### src/rtl/pdemux_if.sv
// pdemux handshake bundle: upstream word/select and eight lane outputs.
// master is the upstream/consumer side, slave is the pdemux block.
interface pdemux_if #(
  parameter int WIDTH = 16
);
  logic [WIDTH-1:0] data_i;
  logic [7:0]       sel_i;
  logic             valid_i;
  logic             ready_o;
  logic [WIDTH-1:0] data_0_o;
  logic [WIDTH-1:0] data_1_o;
  logic [WIDTH-1:0] data_2_o;
  logic [WIDTH-1:0] data_3_o;
  logic [WIDTH-1:0] data_4_o;
  logic [WIDTH-1:0] data_5_o;
  logic [WIDTH-1:0] data_6_o;
  logic [WIDTH-1:0] data_7_o;
  logic [7:0]       valid_o;
  logic [7:0]       ready_i;
  logic [7:0]       drop_cnt_o;

  modport master (
    output data_i, sel_i, valid_i, ready_i,
    input  ready_o, valid_o, drop_cnt_o,
    input  data_0_o, data_1_o, data_2_o, data_3_o,
    input  data_4_o, data_5_o, data_6_o, data_7_o
  );

  modport slave (
    input  data_i, sel_i, valid_i, ready_i,
    output ready_o, valid_o, drop_cnt_o,
    output data_0_o, data_1_o, data_2_o, data_3_o,
    output data_4_o, data_5_o, data_6_o, data_7_o
  );
endinterface

### src/rtl/pdemux.sv
// Registered priority demux into eight single-entry lanes.
// Optional discard counter enabled by PDEMUX_DROP_CNT_EN.
module pdemux #(
  parameter int WIDTH = 16
) (
  input  logic        clk_i,
  input  logic        rst_ni,
  pdemux_if.slave     bus
);

  logic [WIDTH-1:0] data_q [8];
  logic [7:0]       valid_q;
  logic [7:0]       onehot;
  logic [7:0]       load;
  logic             has_tgt;
  logic             ready;
  logic             accept;

  // Isolate lowest set bit: low lane wins.
  always_comb begin
    onehot  = bus.sel_i & (~bus.sel_i + 8'd1);
    has_tgt = |bus.sel_i;
    ready   = !has_tgt ||
              (|(onehot & (~valid_q | bus.ready_i)));
    accept  = bus.valid_i && ready;
    load    = accept ? onehot : 8'd0;
  end

  always_ff @(posedge clk_i or negedge rst_ni) begin
    if (!rst_ni) begin
      valid_q <= 8'd0;
      for (int k = 0; k < 8; k++)
        data_q[k] <= '0;
    end else begin
      valid_q <= load | (valid_q & ~bus.ready_i);
      for (int k = 0; k < 8; k++)
        if (load[k])
          data_q[k] <= bus.data_i;
    end
  end

`ifdef PDEMUX_DROP_CNT_EN
  logic [7:0] drop_q;

  always_ff @(posedge clk_i or negedge rst_ni) begin
    if (!rst_ni)
      drop_q <= 8'd0;
    else if (accept && !has_tgt && drop_q != 8'hFF)
      drop_q <= drop_q + 8'd1;
  end

  assign bus.drop_cnt_o = drop_q;
`else
  assign bus.drop_cnt_o = 8'd0;
`endif

  assign bus.ready_o  = ready;
  assign bus.valid_o  = valid_q;
  assign bus.data_0_o = data_q[0];
  assign bus.data_1_o = data_q[1];
  assign bus.data_2_o = data_q[2];
  assign bus.data_3_o = data_q[3];
  assign bus.data_4_o = data_q[4];
  assign bus.data_5_o = data_q[5];
  assign bus.data_6_o = data_q[6];
  assign bus.data_7_o = data_q[7];

endmodule

### src/flat_wrapper.sv
// flat-port wrapper written by rule: the top's interface ports become plain ports
module pdemux_flat 
#(
  parameter int WIDTH = 16
)
  (clk_i, rst_ni, bus_data_i, bus_sel_i, bus_valid_i, bus_ready_i, bus_ready_o, bus_valid_o, bus_drop_cnt_o, bus_data_0_o, bus_data_1_o, bus_data_2_o, bus_data_3_o, bus_data_4_o, bus_data_5_o, bus_data_6_o, bus_data_7_o);
  pdemux_if #(.WIDTH(WIDTH)) bus_i ();
  input  logic clk_i;
  input  logic rst_ni;
  input wire logic [$bits(bus_i.data_i)-1:0] bus_data_i;
  input wire logic [$bits(bus_i.sel_i)-1:0] bus_sel_i;
  input wire logic [$bits(bus_i.valid_i)-1:0] bus_valid_i;
  input wire logic [$bits(bus_i.ready_i)-1:0] bus_ready_i;
  output wire logic [$bits(bus_i.ready_o)-1:0] bus_ready_o;
  output wire logic [$bits(bus_i.valid_o)-1:0] bus_valid_o;
  output wire logic [$bits(bus_i.drop_cnt_o)-1:0] bus_drop_cnt_o;
  output wire logic [$bits(bus_i.data_0_o)-1:0] bus_data_0_o;
  output wire logic [$bits(bus_i.data_1_o)-1:0] bus_data_1_o;
  output wire logic [$bits(bus_i.data_2_o)-1:0] bus_data_2_o;
  output wire logic [$bits(bus_i.data_3_o)-1:0] bus_data_3_o;
  output wire logic [$bits(bus_i.data_4_o)-1:0] bus_data_4_o;
  output wire logic [$bits(bus_i.data_5_o)-1:0] bus_data_5_o;
  output wire logic [$bits(bus_i.data_6_o)-1:0] bus_data_6_o;
  output wire logic [$bits(bus_i.data_7_o)-1:0] bus_data_7_o;
  assign bus_i.data_i = bus_data_i;
  assign bus_i.sel_i = bus_sel_i;
  assign bus_i.valid_i = bus_valid_i;
  assign bus_i.ready_i = bus_ready_i;
  assign bus_ready_o = bus_i.ready_o;
  assign bus_valid_o = bus_i.valid_o;
  assign bus_drop_cnt_o = bus_i.drop_cnt_o;
  assign bus_data_0_o = bus_i.data_0_o;
  assign bus_data_1_o = bus_i.data_1_o;
  assign bus_data_2_o = bus_i.data_2_o;
  assign bus_data_3_o = bus_i.data_3_o;
  assign bus_data_4_o = bus_i.data_4_o;
  assign bus_data_5_o = bus_i.data_5_o;
  assign bus_data_6_o = bus_i.data_6_o;
  assign bus_data_7_o = bus_i.data_7_o;
  pdemux #(.WIDTH(WIDTH)) u_core (.clk_i(clk_i), .rst_ni(rst_ni), .bus(bus_i));
endmodule
### config.mk
export PLATFORM = sky130hd
export DESIGN_NAME = pdemux_flat
export DESIGN_NICKNAME = d
export VERILOG_FILES = /design/src/rtl/pdemux_if.sv /design/src/rtl/pdemux.sv /design/src/flat_wrapper.sv
export SDC_FILE = /design/constraint.sdc
export NUM_CORES = 1
export LEC_CHECK = 0
export ABC_CLOCK_PERIOD_IN_PS = 2400
export CAP_MARGIN = 30
export CORE_MARGIN = 2
export CORE_UTILIZATION = 46
export DETAILED_ROUTE_END_ITERATION = 10
export PLACE_DENSITY = 0.88
export RECOVER_POWER = 100
export SLEW_MARGIN = 20
export SYNTH_ARGS = -nofsm -noshare
export SYNTH_HDL_FRONTEND = slang
export SYNTH_SLANG_ARGS = --single-unit
### constraint.sdc
create_clock -name clk_i -period 2.4 [get_ports clk_i]
set_clock_uncertainty 0.15 [all_clocks]
set_input_delay 0.24 -clock clk_i [delete_from_list [all_inputs] [get_ports clk_i]]
set_output_delay 0.24 -clock clk_i [all_outputs]
set_load 0.01 [all_outputs]
==> reports/results.ini <==
[global_route]
antenna_found_initial=0
grt_first_pass_wirelength_um=22300
grt_usage=0.232
grt_pass1_vias=3956
grt_overflow=0
grt_start_max_net_pins=57

[power]
p_sw_frac=0.258
comb_power_share=0.211
power.switching_mw=1.77
power_frac_clock=0.369
irDropWorstVdd_mv=0.651
p_int_mw=5.09
total_power_mw=6.86
power_leakage_nw=3.82
seqPwrFrac=0.421
power_density_nw_per_um2=873

[sta]
slew_headroom=0.215
timing.final.hold_violations=0
finalCritPeriodShare=0.967
min_period_ns=2.32
fin_setup_tns_ns=0
final-setup-viol-count=0
worst_slew_pin_slew_ns=1.18
fmax_mhz=431
rsz0062_at_grt=true
slew_violations=0

[clock_network]
clk_latency_ns=0.41
cts_tree=built
cts_max_level=4
cts_buffers=17
clk_pin_slew_ns=0.06
clockRootBuffer=clkbuf_16
cts_buffer_depth=2
clkSinkCount=136

[layout]
final_common_cell=dlygate4sd3_1
drive_gt1_frac=0.233
final_cells=692
final_nets=572
area_growth_pct=47.1
layout_common_cells=137 x dlygate4sd3_1, 136 x dfrtp_1, 65 x mux2_2
fin_util=0.691
diodes=0

[setup_path]
worstPathArrival_ns=1.93
critical_path_class=in -> out
end_kind=output port
path_max_fanout=5
worstPathRequired_ns=2.01
start_kind=input pin

[die]
dieArea_um2=12500
num_rows=39
start_util=0.470
pin_count=180
core-area_um2=11400
die_w_um=112
die_h_um=112

[synthesis]
yosys_warnings=0
synth_edf_count=0
async_flop_share=1.00
syn_area_um2=5340
ys.flop_type=dfrtp_1
synth_cell_types=33
ys_seq_area_frac=0.637
syn-instance-count=337
synth_seq_cells=136
syn_area_per_cell_um2=15.9

[detailed_routing]
wl_per_cell_um=20.0
ant_nets=0
vias=3613
drtPass1Iterations=4
drc=0
drt_iter0_markers=180
wl_um=13800
viasPerCell=5.22

[min_path]
min-delay-path-class=in -> reg

[placement]
port-buffer-count=171
dp_cells=659
gp_congestion=0.816
hpwl_um=9620

[run]
drv_cap=0

[status]
status=finished clean

==> per-stage QoR <==
stage	setup WS (ns)	hold WS (ns)	cell area, um2
floorplan	0.246	-0.206	5370
global placement	-0.146	0.133	7350
CTS	0.0283	0.212	7950
finish	0.0801	0.233	7860
global route	-0.00473	0.245	7860
detailed placement	-0.255	0.138	7350
==> synth_stat cells, types with 2 or more instances <==
| master | number | area, um2 |
|---|---|---|
| dfrtp_1 | 136 | 3400 |
| mux2_2 | 67 | 754 |
| mux2_1 | 52 | 586 |
| buf_4 | 11 | 82.6 |
| mux2_4 | 9 | 135 |
| buf_2 | 6 | 30.0 |
| nand2_1 | 6 | 22.5 |
| nand2b_1 | 5 | 31.3 |
| and3_1 | 4 | 25.0 |
| buf_6 | 4 | 45.0 |
| inv_1 | 4 | 15.0 |
| nand3_1 | 4 | 20.0 |
| nor2_1 | 3 | 11.3 |
| nor2b_1 | 3 | 18.8 |
| nor3_1 | 3 | 15.0 |
| a21oi_1 | 2 | 10.0 |
| nand3b_1 | 2 | 15.0 |
==> final cells by class <==
class,count,area [um2]
clock buffers,20,457
clock inverters,11,124
fillers,771,3510
inverters,4,15.0
multi-input cells,182,1780
flip-flops and latches,136,3400
well taps,143,179
repair buffers,196,1900
==> critical path, cell delays in order <==
cell	delay (ns)
clkdlybuf4s50_1	0.57
nor3b_1	0.10
a222oi_1	0.40
o21ai_1	0.15
or2_2	0.33
buf_2	0.14
==> layer usage <==
| layer | vias to the layer above | GRT usage | share of wire |
|---|---|---|---|
| met3 | 29 | 0.0789 | 0.078 |
| met5 | - | 0 | 0 |
| met1 | 1835 | 0.287 | 0.40 |
| met2 | 165 | 0.379 | 0.50 |
| li1 | 1584 | - | - |
| met4 | 0 | 0.0922 | 0.022 |
==> state kept, by name (all words and copies together) (netlist names) <==
| register | cells |
|---|---|
| u_core.bus.data_0_o | 16 |
| u_core.bus.data_1_o | 16 |
| u_core.bus.data_2_o | 16 |
| u_core.bus.data_3_o | 16 |
| u_core.bus.data_4_o | 16 |
| u_core.bus.data_5_o | 16 |
| u_core.bus.data_6_o | 16 |
| u_core.bus.data_7_o | 16 |
| u_core.bus.valid_o | 8 |
==> cell families (layout without fill, tap and decap cells) <==
logic type / count (synthesis) / in the layout / synth area share
other cells: 1 / 8 / 0.000702
flops: 136 / 136 / 0.637
buf+inv: 26 / 231 / 0.0330
simple gates: 36 / 36 / 0.0389
mux: 128 / 128 / 0.276
compound gates: 10 / 10 / 0.0143
==> repair_timing <==
| action | 4_1_cts | 5_1_grt |
|---|---|---|
| gates resized for setup | 8 | 0 |
| endpoints found under the setup margin | 1 | 3 |
| buffers inserted | 0 | 1 |
| pin swaps | 2 | 2 |
| endpoints found under the hold margin | 43 | 0 |
| hold buffers | 1 | 0 |
==> worst paths after layout <==
| kind | start | end | slack (ns) | cells past startpoint |
|---|---|---|---|---|
| worst min-delay path | bus_sel_i[5] | u_core.bus.valid_o[5] | 0.23 | 4 |
| worst max-delay path | bus_sel_i[0] | bus_ready_o | 0.08 | 6 |
| min in group asynchronous | rst_ni | u_core.bus.data_0_o[0] | 0.45 | 2 |
| worst min register to register | u_core.bus.data_2_o[11] | u_core.bus.data_2_o[11] | 0.33 | 1 |
| worst max register to register | u_core.bus.valid_o[1] | u_core.bus.data_0_o[8] | 0.19 | 7 |
| max in group asynchronous | rst_ni | u_core.bus.data_2_o[1] | 0.47 | 3 |
==> power by group through the flow <==
stage	combinational (mW)	sequential, mW	clock [mW]
2_1_floorplan	0.386	3.09	0
3_3_place_gp	1.58	2.91	0
3_5_place_dp	1.63	2.94	0
4_1_cts	1.65	2.91	2.58
5_1_grt	1.54	2.93	2.70
6_report	1.44	2.88	2.53
Note: power is estimated with default switching activity, not from simulation.
